<file path="src/rtl/two_bit_serial_subtractor.sv">
`default_nettype none
// ============================================================================
//  Module      : two_bit_serial_subtractor
//  Description : Digit-serial subtractor computing (A - B - Bin) mod 2^WIDTH.
//                It processes one 2-bit digit per clock, least-significant
//                digit first, and reports the final borrow as Bout. A
//                three-state controller (IDLE -> RUN -> DONE) sequences each
//                operation. done pulses for one cycle when a result is ready.
//  Revision    : 1.0 - initial release
// ============================================================================
module two_bit_serial_subtractor #(
    parameter int WIDTH = 8
) (
    input  logic             clk,
    input  logic             rst_n,
    input  logic             start,
    input  logic [WIDTH-1:0] A,
    input  logic [WIDTH-1:0] B,
    input  logic             Bin,
    output logic [WIDTH-1:0] diff,
    output logic             Bout,
    output logic             busy,
    output logic             done
);

    localparam int                 c_DIGITS = WIDTH / 2;
    localparam int                 c_CNT_W  = (c_DIGITS > 1) ? $clog2(c_DIGITS) : 1;
    localparam logic [c_CNT_W-1:0] c_LAST   = c_CNT_W'(c_DIGITS - 1);

    typedef enum logic [1:0] {
        IDLE = 2'd0,
        RUN  = 2'd1,
        DONE = 2'd2
    } state_t;

    state_t             r_state;
    logic [WIDTH-1:0]   r_a;
    logic [WIDTH-1:0]   r_b;
    logic [WIDTH-1:0]   r_result;
    logic               r_borrow;
    logic [c_CNT_W-1:0] r_cnt;

    logic [2:0]         w_digit_sub;
    logic [WIDTH-1:0]   w_result_next;

    // Subtract the current low digit pair with the running borrow. Bit 2 of
    // the 3-bit two's-complement result is the borrow into the next digit.
    // The new digit enters at the top of the result register, so after
    // WIDTH/2 shifts the first digit sits in bits [1:0].
    always_comb begin
        w_digit_sub   = {1'b0, r_a[1:0]} - {1'b0, r_b[1:0]} - {2'b00, r_borrow};
        w_result_next = (r_result >> 2) | (WIDTH'(w_digit_sub[1:0]) << (WIDTH - 2));
    end

    // Controller, operand shifters and registered outputs
    always_ff @(posedge clk or negedge rst_n) begin
        if (!rst_n) begin
            r_state  <= IDLE;
            r_a      <= '0;
            r_b      <= '0;
            r_result <= '0;
            r_borrow <= 1'b0;
            r_cnt    <= '0;
            diff     <= '0;
            Bout     <= 1'b0;
            busy     <= 1'b0;
            done     <= 1'b0;
        end else begin
            case (r_state)
                IDLE: begin
                    if (start) begin
                        r_a      <= A;
                        r_b      <= B;
                        r_borrow <= Bin;
                        r_cnt    <= '0;
                        busy     <= 1'b1;
                        r_state  <= RUN;
                    end
                end
                RUN: begin
                    // Operands shift right so the next digit is always in [1:0].
                    r_a      <= r_a >> 2;
                    r_b      <= r_b >> 2;
                    r_result <= w_result_next;
                    r_borrow <= w_digit_sub[2];
                    r_cnt    <= r_cnt + c_CNT_W'(1);
                    if (r_cnt == c_LAST) begin
                        diff    <= w_result_next;
                        Bout    <= w_digit_sub[2];
                        busy    <= 1'b0;
                        done    <= 1'b1;
                        r_state <= DONE;
                    end
                end
                DONE: begin
                    done    <= 1'b0;
                    r_state <= IDLE;
                end
                default: begin
                    busy    <= 1'b0;
                    done    <= 1'b0;
                    r_state <= IDLE;
                end
            endcase
        end
    end

endmodule
`default_nettype wire

</file>
<file path="config.mk">
export PLATFORM = sky130hd
export DESIGN_NAME = two_bit_serial_subtractor
export DESIGN_NICKNAME = d
export VERILOG_FILES = /design/src/rtl/two_bit_serial_subtractor.sv
export SDC_FILE = /design/constraint.sdc
export NUM_CORES = 1
export LEC_CHECK = 0
export CAP_MARGIN = 10
export CORE_ASPECT_RATIO = 1.75
export CORE_UTILIZATION = 40
export DETAILED_ROUTE_END_ITERATION = 12
export GPL_ROUTABILITY_DRIVEN = 0
export SYNTH_ARGS = -nofsm -noshare
export SYNTH_HDL_FRONTEND = slang
export SYNTH_SLANG_ARGS = --single-unit
</file>
<file path="constraint.sdc">
create_clock -name clk -period 3.22 [get_ports clk]
set_clock_uncertainty 0.1 [all_clocks]
set_input_delay 0.644 -clock clk [delete_from_list [all_inputs] [get_ports clk]]
set_output_delay 0.644 -clock clk [all_outputs]
set_load 0.02 [all_outputs]
</file>
* Word level (Yosys, flattened, before mapping) *
Index checks and enable logic that the tools add are counted.

cells by class
  bitwise gates (word level) = 3
  mux-type cells = 16
  reduce and logical (&&, ||, !) cells = 7
  add/sub/neg operators = 3
  eq/ne operators = 5

operators with widths
  kind                 count
  $pmux 8 s2           2
  $mux 8               2
  $or 6x8->8           1
  $pmux 2 s2           2
  $reduce_and 2->1     4
  $mux 2               3
  $eq 2x2->1 const B   2
  $mux 1               4
  $ne 2x2->1 const B   2
  $pmux 1 s2           2
  $pmux 1 s3           1
  $reduce_and 3->1     1
  $sub 2x2->3          1
  $sub 3x1->3          1
  $add 2x1->2 const B  1
  $eq 2x1->1 const B   1
  $logic_not 2->1      1
  $not 1->1            2
  $reduce_bool 2->1    1

word-level totals
  logic and storage cells = 44
  input port bits = 20
  flip-flop bits (word level) = 40

* Depth between registers and ports, before layout *
  word-level depth = 3
  gate-level depth with buffers = 6
  depth with buffers taken out = 6

* Worst setup path after synthesis *
OpenSTA, ideal clock, no wires.

  path kind = register -> register
  from = reg r_a[0]
  to = reg diff[7]
  library setup time = 0.083 ns
  clock period less this slack = 1.593 ns
  path buffers = 0
  data required time = 3.037 ns
  cell stages (with the launch flop) = 5
  path slack = 1.627 ns
  arrival = 1.410 ns
  cells stage by stage = dfrtp_1 > fa_1 > inv_1 > fa_1 > o21ai_0

on the way
  cells in the longest elaborated chain, start to end = 3

RTL lines
  what                      RTL line  source
  start: declaration        37        logic [WIDTH-1:0] r_a;
  start signal: assignment  82        r_a <= r_a >> 2;
  $sub 2x2->3               51        w_digit_sub = {1'b0, r_a[1:0]} - {1'b0, r_b[1:0]} - {2'b00, r_borrow};
  $sub 3x1->3               51
  $or 6x8->8                52        w_result_next = (r_result >> 2) | (WIDTH'(w_digit_sub[1:0]) << (WIDTH - 2));
  end signal: assignment    88        diff <= w_result_next;
  end: declaration          20        output logic [WIDTH-1:0] diff,

Every way passes these cells.
A chain may end at the register's enable or synchronous reset.

* Final worst setup path *
  from = in start
  to = reg r_a[1]

on the way
  cells in the longest elaborated chain, start to end = 2

RTL lines
  what                        RTL line  source
  start: declaration          16        input logic start,
  $ne 2x2->1 (no line)        n/a
  $reduce_and 2->1 (no line)  n/a

Every way passes these cells.

==> run_results.csv <==
group,metric,value,unit
power_and_ir_drop,vdd.ir_drop.worst,631,uV
worst_setup_path,arrival,2.16,ns
sta,slew_viol_final,0,
sta,tns,0,ns
sta,tightestPinTransition,0.650,ns
yosys,avgSynthCellArea,11.8,um^2
worst_setup_path,crit_required,3.27,ns
route,first_pass_iters,4,
yosys,synth_warnings,0,
global_route,grt_pass1_wl,5.57,mm
yosys,ys_seq_area_share,56.6,%
die,pin_count,31,
clock_network,cts_tree,"built",
worst_setup_path,path_class,"in2reg",
sta,finalHoldViolations,0,
die,dieArea,4470,um^2
route,wirelength,3.38,mm
clock_network,cts_root_buffer,"clkbuf_8",
global_route,first_global_vias,1214,
worst_setup_path,start_kind,"primary input",
route,ant_nets,0,
die,core-area,3940,um^2
layout,drive_gt1_share,15.0,%
worst_setup_path,worstPathMaxFanout,16,
sta,rsz0062_at_grt,"false",
sta,finalCriticalPeriod,2.11,ns
yosys,synthesis.nets,166,
clock_network,clk_latency,0.29,ns
sta,finalSetupViolCount,0,
die,dieHeight,87.7,um
sta,period_share,65.6,%
yosys,syn-cell-area,1680,um^2
layout,final_util,52.9,%
yosys,ys_types,23,
clock_network,cts_resized,0,
die,num_rows,30,
global_route,grt_max_degree,39,
worst_setup_path,r2r_start,"r_state[0]$_DFFE_PN0P_",
layout,syn2layout_area_growth,24.1,%
yosys,ys_seq_elements,38,
route,drt_iter0_drc,33,
die,initial_utilization,42.6,%
route,routedWlPerCell,15.3,um
global_route,grt_usage,16.9,%
route,vias_per_cell,5.45,
power_and_ir_drop,leakage,0.907,nW
yosys,synthArstFlopShare,100,%
sta,slew_headroom,56.5,%
layout,antenna_cells,0,
yosys,ys.flop_type,"dfrtp_1",
clock_network,postCtsHoldBufs,0,
worst_setup_path,startpoint,"start",
sta,max_freq,474,MHz
yosys,synth_edf_count,0,
clock_network,h-tree-depth,2,
hold_path,min_path_type,"reg2reg",
run,cap_violations,0,
global_route,grt_overflow,0,
die,die_x,51.0,um
route,vias,1204,
layout,finalNetCount,195,
clock_network,cts_made_buffers,5,
clock_network,clk_pin_slew,0.07,ns
clock_network,cts.sinks,38,
hold_path,min_from,"diff[7]$_DFFE_PN0P_",
clock_network,cts_setup_buffers,0,
yosys,syn_inst,143,
clock_network,ctsLongestPathBuffers,2,
worst_setup_path,endpoint_kind,"flip-flop",
global_route,antenna_found_initial,0,
placed_design,port_buffers,30,
power_and_ir_drop,power_density,1020,nW/um^2
route,post-route-drc-count,0,
placed_design,dpl.hpwl,2.38,mm
status,status,"complete, no violations",
cells in the mapped netlist, types with 2 or more instances:
| master | count | area [um^2] |
|---|---|---|
| buf_4 | 2 | 15.0 |
| nor2_1 | 3 | 11.3 |
| inv_1 | 8 | 30.0 |
| nand2b_1 | 3 | 18.8 |
| o221a_2 | 2 | 22.5 |
| buf_2 | 5 | 25.0 |
| nand2_1 | 8 | 30.0 |
| fa_1 | 2 | 40.0 |
| mux2_2 | 6 | 67.6 |
| mux2_4 | 7 | 105 |
| o21ai_0 | 15 | 75.1 |
| dfrtp_1 | 38 | 951 |
| a21oi_1 | 12 | 60.1 |
| o22ai_1 | 21 | 131 |
| nand3b_1 | 3 | 22.5 |
metal layers:
metal / track usage [%] / part of all wire [%] / wire [um]
met3: 4.17 / 4.2 / 141
met5: 0 / 0 / 0
met2: 28.9 / 52 / 1760
met1: 19.4 / 42 / 1410
met4: 7.83 / 2.0 / 67
kinds of logic (layout without fill, tap and decap cells):
family	count (synthesis)	after routing	synth area share, %
mux	13	13	10.3
fa+ha+maj	3	3	3.13
simple gates	21	21	7.22
compound gates	51	51	17.7
flops	38	38	56.6
buf+inv	17	47	5.06
flip-flops by register name, indices dropped and copies added (netlist names):
signal    count
diff          8
Bout          1
r_cnt         2
done          1
r_borrow      1
r_result      6
r_state       2
busy          1
r_b           8
r_a           8
placed cells by master, fill, tap and decap left out:
master,count
nand2b_4,1
nor2_2,1
nand2b_1,3
clkinv_2,1
ha_1,1
inv_1,8
fa_1,2
a21oi_1,12
a2bb2oi_1,1
clkdlybuf4s50_1,30
nor2_1,3
clkbuf_1,1
nand2_1,8
buf_4,1
nand3b_1,3
o22ai_1,21
and2b_1,1
mux2_2,6
o221a_2,2
clkbuf_8,6
o21ai_0,15
dfrtp_1,38
mux2_4,7
nor2_4,1
through the flow:
step | instance area [um^2] | cells | power, mW | hold WS, ns | setup slack, ns
2_1_floorplan | 1680 | 143 | 1.53 | 0.248 | 1.63
3_3_place_gp | 1990 | 213 | 1.78 | 0.364 | 0.880
3_5_place_dp | 1990 | 213 | 1.82 | 0.371 | 0.835
4_1_cts | 2080 | 221 | 2.16 | 0.388 | 1.14
5_1_grt | 2080 | 221 | 2.28 | 0.423 | 0.993
6_report | 2080 | 221 | 2.13 | 0.384 | 1.11
final timing paths:
kind                            slack [ns]                   to  cells past startpoint
worst max-delay path                  1.11   r_a[1]$_DFFE_PN0P_                      4
worst min-delay path                  0.38  diff[7]$_DFFE_PN0P_                      2
worst min register to register        0.38  diff[7]$_DFFE_PN0P_                      2
min in group asynchronous             0.67  diff[1]$_DFFE_PN0P_                      2
worst max register to register        1.34  diff[0]$_DFFE_PN0P_                      2
max in group asynchronous             2.00   r_a[1]$_DFFE_PN0P_                      2
report_power, final:
group,internal [mW],switching [mW],leakage (nW),total [mW]
clock network,0.173,0.163,0.0482,0.335
logic,0.473,0.426,0.406,0.900
registers,0.710,0.183,0.453,0.893
total,1.36,0.771,0.907,2.13
final cells by class:
type / count / area (um^2)
fillers: 374 / 1860
flip-flops and latches: 38 / 951
multi-input cells: 88 / 644
repair buffers: 31 / 308
clock buffers: 7 / 86.3
well taps: 48 / 60.1
inverters: 8 / 30.0
clock inverters: 1 / 5.00
worst max-delay path, cell delays in order:
cell and delay (ns):
clkdlybuf4s50_1 0.85, nand2b_1 0.36, o22ai_1 0.21, a21oi_1 0.10
Power figures use the tool's default switching activity.
==> RTL change 1, RTL diff (same flow settings) <==
Reset style: synchronous (`rst_n`), changed in one clocked block.
--- a/src/rtl/two_bit_serial_subtractor.sv
+++ b/src/rtl/two_bit_serial_subtractor.sv
@@ -55,3 +55,3 @@
     // Controller, operand shifters and registered outputs
-    always_ff @(posedge clk or negedge rst_n) begin
+    always_ff @(posedge clk) begin
         if (!rst_n) begin
Check against the original RTL: differs if rst_n is asserted again (counterexample within 4 cycles, from zero or initial values and one cycle with rst_n low); with rst_n held inactive, the same outputs for 10 cycles.
==> RTL change 1 against the unedited design <==
Critical path depth down 3; highest routed layer unchanged; worst setup slack better by 0.13 ns; wire length down 4.3%; final area down 3.5%; sequential cell count unchanged; synthesized area down 2.3%.
Power is not compared: it rests on default switching activity, and its combinational part moved more than twofold at a synthesized area within 25%.
==> RTL change 1: results (changes against the unedited design) <==
Timing
  – Setup-failing EPs final: 0 (unchanged)
  – Actual slew at the worst max-slew pin: 0.6824 ns (was 0.6500 ns)
  – Fin Hold WS: 0.3471 ns (was 0.3836 ns)

Global routing
  – Initial antenna violation count: 0 (unchanged)
  – Global-route wire length before repair: 5326 microns (was 5568 microns)
  – Largest net degree at the start of global routing: 39 (unchanged)
  – Gr usage total: 0.1602 (was 0.1690)
  – Vias in the first global route: 1266 (was 1214)

Setup path
  – Worst reg-to-reg path cell count: 3 (was 2)
  – CP max-delay cell: clkdlybuf4s50_1 (unchanged)
  – CP top delay family: buffers and inverters (unchanged)
  – Capture point of the worst reg-to-reg path: r_a[4] (was diff[0])
  – RR Startpoint: r_state[1] (was r_state[0])
  – CP arrival: 1.24 ns (was 2.16 ns)
  – Crit Path Max Fanout: 3 (was 16)
  – Slowest stage delay, CP: 0.61 ns (was 0.85 ns)
  – FF-to-FF setup slack: 1.54 ns (was 1.34 ns)

Synth
  – Syn Area/Cell: 9.274 sq um (was 11.75 sq um)
  – Post-synthesis cell type count: 31 (was 23)
  – Top FF cell, synth: dfxtp_1 (was dfrtp_1)
  – Sequential cell area fraction in the yosys report: 0.4634 (was 0.5659)
  – YS warnings: 0 (unchanged)
  – Top post-synthesis cells by area: dfxtp_1, mux2i_1, nand2_1 (was dfrtp_1, o22ai_1, mux2_4)
  – FFs w/ async S/R, synth: 0 (was 1.000)
  – Commonest cells in the netlist: dfxtp_1, nand2_1, nand3_1, o21ai_0 (was dfrtp_1, o22ai_1, o21ai_0, a21oi_1)
  – Syn nets: 200 (was 166)

Min path
  – Hold path depth: 2 (unchanged)
  – WHS Endpoint: diff[3] (was diff[7])
  – Hold path startpoint: diff[3] (was diff[7])
  – Hold Crit Class: flip-flop to flip-flop (unchanged)

Finish
  – Top Registers: diff x8, r_a x8, r_b x8 (unchanged)
  – Ant diodes: 0 (unchanged)
  – Fillers: 391 (was 374)
  – Share of layout cells above drive strength 1: 0.05911 (was 0.1503)
  – Final non-filler cell total: 251 (was 221)
  – Post-layout nets: 225 (was 195)

Place
  – Inst Count DP: 243 (was 213)
  – Port Buffers: 30 (unchanged)
  – Dpl ws: 0.9706 ns (was 0.8351 ns)
  – Dpl cell area: 1919 sq um (was 1993 sq um)
  – DP HPWL: 2262 microns (was 2383 microns)

Status
  – Status: completed (unchanged)

CTS
  – Clock Tree Buf Depth: 2 (unchanged)
  – Clk_lat worst skew: 0.29 ns (about the same)
  – H-Tree Depth: 2 (unchanged)
  – Clock-pin transition on the worst setup and hold timing paths: 0.07 ns (about the same)
  – CTS Buf Count: 5 (unchanged)
  – Post-CTS Resized: 0 (unchanged)
  – Clock Tree Root: clkbuf_8 (unchanged)
  – Setup bufs post-CTS: 0 (unchanged)

Routing
  – Drt total wl: 3237 microns (was 3384 microns)
  – DRT Pass-1 Iters: 4 (unchanged)
  – Number of DRC markers in iteration 0: 24 (was 33)
  – Vias/cell: 5.291 (was 5.448)

Power
  – Leakage: slightly below 0.8 nW
  – VDD IR-drop max: ~300 uV
[RTL change 1: worst min-delay path: cells and delay by family, from the launching register on]
family | cells | cell delay (ns)
flops | 1 | 0.31
simple gates | 2 | 0.10
[RTL change 1: cells by family (layout without fill, tap and decap cells)]
kind of cell / count (synthesis) / after routing / synth area share
flip-flops: 38 / 38 / 0.4634
buffers and inverters: 20 / 46 / 0.07316
AND/OR/NAND/NOR: 58 / 58 / 0.1715
AO/OA/AOI/OAI: 45 / 45 / 0.1806
multiplexers: 13 / 13 / 0.07927
adder cells (fa/ha/maj): 3 / 3 / 0.03201
[RTL change 1: worst max path at each step]
stage / start / end / slack, ns / cells after the start
floorplan: r_b[0] / diff[7] / 1.67 / 6
global placement: rst_n / done / 1.02 / 3
detailed placement: rst_n / r_b[3] / 0.97 / 4
CTS: busy / busy / 1.22 / 1
global route: rst_n / r_b[0] / 1.14 / 4
finish: busy / busy / 1.24 / 1
[RTL change 1: layout make-up]
type                    instances  area [sq um]  area share
flip-flops and latches         38         760.7      0.3783
multi-input cells             119         760.7      0.3783
repair buffers                 32         315.3      0.1568
clock buffers                   7         86.33     0.04294
well taps                      48         60.06     0.02987
inverters                       6         22.52     0.01120
clock inverters                 1         5.005    0.002489
[RTL change 1: metal layers]
metal / vias to the layer above / global-route usage / part of all wire
li1: 666 / - / -
met1: 629 / 0.1563 / 0.40
met5: - / 0 / 0
met3: 5 / 0.04211 / 0.037
met2: 28 / 0.3055 / 0.55
met4: 0 / 0.06818 / 0.018
[RTL change 1: power by group]
group	internal, mW	leakage [nW]	switching [mW]
Combinational	0.0608	0.425	0.0643
Sequential	0.495	0.310	0.0144
Clock	0.173	0.0482	0.161
Total	0.728	0.784	0.239
==> RTL change 2, RTL diff (same flow settings) <==
Without the edit above. Change the parameter `WIDTH` from 8 to 16.
--- a/src/rtl/two_bit_serial_subtractor.sv
+++ b/src/rtl/two_bit_serial_subtractor.sv
@@ -11,3 +11,3 @@
 module two_bit_serial_subtractor #(
-    parameter int WIDTH = 8
+    parameter int WIDTH = 16
 ) (
Interface: changed (resized A, B and diff); port bits go from 31 to 55. The function was not compared with the original's and may differ.
==> RTL change 2 against the unedited design <==
Wire length rose by 84%; sequential power rose by 84%; critical path depth rose by 2; combinational power rose by 90%; sequential cell count rose by 33; synthesized cell count rose by 79%; final cell count rose by 80%; largest cell class unchanged; synthesized area rose by 86%; final area rose by 91%; total power rose by 100%; worst setup slack got worse by 0.28 ns; global-route usage rose by 0.11 points; largest power group unchanged.
==> RTL change 2: results (changes against the unedited design) <==
Status
  – Status: completed (unchanged)

Setup path
  – CP arrival: 2.51 ns (was 2.16 ns)
  – Crit Path Max Fanout: 3 (was 16)
  – Slowest stage delay, CP: 0.57 ns (was 0.85 ns)
  – CP max-delay cell: fa_1 (was clkdlybuf4s50_1)
  – CP top delay family: adder cells (was buffers and inverters)

Synth
  – YS warnings: 0 (unchanged)
  – Synth Area in XOR/XNOR: 0.002800 (was 0)
  – Mux cell area share after synthesis: 0.1308 (was 0.1028)
  – Commonest cells in the netlist: dfrtp_1, o22ai_1, a21oi_1, mux2_4, nor2_1 (was dfrtp_1, o22ai_1, o21ai_0, a21oi_1)
  – FFs w/ async S/R, synth: 1.000 (unchanged)
  – Syn nets: 298 (was 166)
  – Post-synthesis cell type count: 29 (was 23)
  – Synth Area in Compound Gates: 0.1672 (was 0.1772)
  – Sequential cell area fraction in the yosys report: 0.5680 (was 0.5659)
  – Top FF cell, synth: dfrtp_1 (unchanged)
  – Post-Synth Adder-Cell Area: 0.02880 (was 0.03127)
  – Top post-synthesis cells by area: dfrtp_1, mux2_4, o22ai_1 (was dfrtp_1, o22ai_1, mux2_4)
  – Cells after synthesis: 256 (was 143)

Routing
  – WL/cell: 15.63 microns (was 15.31 microns)
  – DRT Pass-1 Iters: 4 (unchanged)
  – Number of DRC markers in iteration 0: 157 (was 33)
  – Vias/cell: 5.372 (was 5.448)

Global routing
  – Gr usage total: 0.1701 (was 0.1690)
  – Global-route wire length before repair: 10120 microns (was 5568 microns)
  – Vias in the first global route: 2086 (was 1214)
  – Met1 usage: 0.2211 (was 0.1944)
  – Largest net degree at the start of global routing: 44 (was 39)
  – Initial antenna violation count: 0 (unchanged)
  – M3 GR Usage: 0.04023 (was 0.04167)
  – Met2 GRT Util: 0.2470 (was 0.2895)

CTS
  – H-Tree Depth: 3 (was 2)
  – Clock-pin transition on the worst setup and hold timing paths: 0.05 ns (was 0.07 ns)
  – Post-CTS Resized: 0 (unchanged)
  – Clock Tree Root: clkbuf_16 (was clkbuf_8)
  – Clk_lat worst skew: 0.33 ns (was 0.29 ns)
  – CTS Buf Count: 9 (was 5)
  – Setup bufs post-CTS: 0 (unchanged)
  – Clock Tree Buf Depth: 2 (unchanged)

Place
  – Dpl ws: 0.8110 ns (was 0.8351 ns)
  – DP HPWL: 4185 microns (was 2383 microns)
  – Port Buffers: 54 (was 30)
  – Inst Count DP: 384 (was 213)

Finish
  – Share of layout cells above drive strength 1: 0.1548 (was 0.1503)
  – Post-layout nets: 349 (was 195)
  – Top Registers: diff x16, r_a x16, r_b x16 (was diff x8, r_a x8, r_b x8)
  – Final non-filler cell total: 398 (was 221)
  – Ant diodes: 0 (unchanged)

Timing
  – Rel. slew slack: 0.3606 (was 0.5654)
  – Final hold vios: 0 (unchanged)

Min path
  – Hold Crit Class: input port to async pin (was flip-flop to flip-flop)

Power
  – Leakage: 1.750 nW (was 0.9074 nW)
  – Internal: 2.890 mW (was 1.356 mW)
  – VDD IR-drop max: 436.5 uV (was 631.4 uV)
  – Clk. pwr: 0.948 mW (was 0.335 mW)
  – Seq pwr share: 0.382 (was 0.420)
RTL change 2: cell types whose count changed in the layout (fill, tap and decap cells not counted), sizes merged, moves of 2 or more:
cell,unedited run,this run
a21oi,12,29
a22o,0,2
a32o,0,2
buf,1,5
clkbuf,7,13
clkdlybuf4s50,30,53
dfrtp,38,71
ha,1,4
mux2,13,28
nand3b,3,1
nor2,5,19
o21ai,15,9
o221a,2,0
o22ai,21,43
RTL change 2: cell type report:
class | instances | area (sq um)
fillers | 688 | 3593
flip-flops and latches | 71 | 1777
multi-input cells | 160 | 1202
repair buffers | 58 | 578.1
clock buffers | 13 | 250.2
well taps | 88 | 110.1
clock inverters | 1 | 30.03
inverters | 7 | 26.28
RTL change 2: through the flow:
| step | hold WS (ns) | utilization | power [mW] | cell area (sq um) |
|---|---|---|---|---|
| global route | 0.2944 | 0.5251 | 4.597 | 3974 |
| global placement | 0.3708 | 0.4881 | 3.335 | 3694 |
| CTS | 0.2645 | 0.5251 | 4.352 | 3974 |
| floorplan | 0.2484 | - | 2.881 | 3128 |
| detailed placement | 0.3755 | 0.4881 | 3.391 | 3694 |
| finish | 0.2400 | 0.5251 | 4.297 | 3974 |
RTL change 2: path summary, 6_finish.rpt:
check                      startpoint       end  slack (ns)  cells past startpoint
min in group clk             diff[14]  diff[14]        0.38                      2
max                            r_a[0]  diff[15]        0.83                      6
max reg2reg                    r_a[0]  diff[15]        0.83                      6
max in group asynchronous       rst_n   r_a[10]        2.12                      2
min                             rst_n   diff[0]        0.24                      1
min reg2reg                  diff[14]  diff[14]        0.38                      2
RTL change 2: per-layer routing:
layer,up-vias,part of all wire
met5,-,0
met2,50,0.51
met3,13,0.033
met1,1042,0.43
met4,0,0.031
li1,1033,-
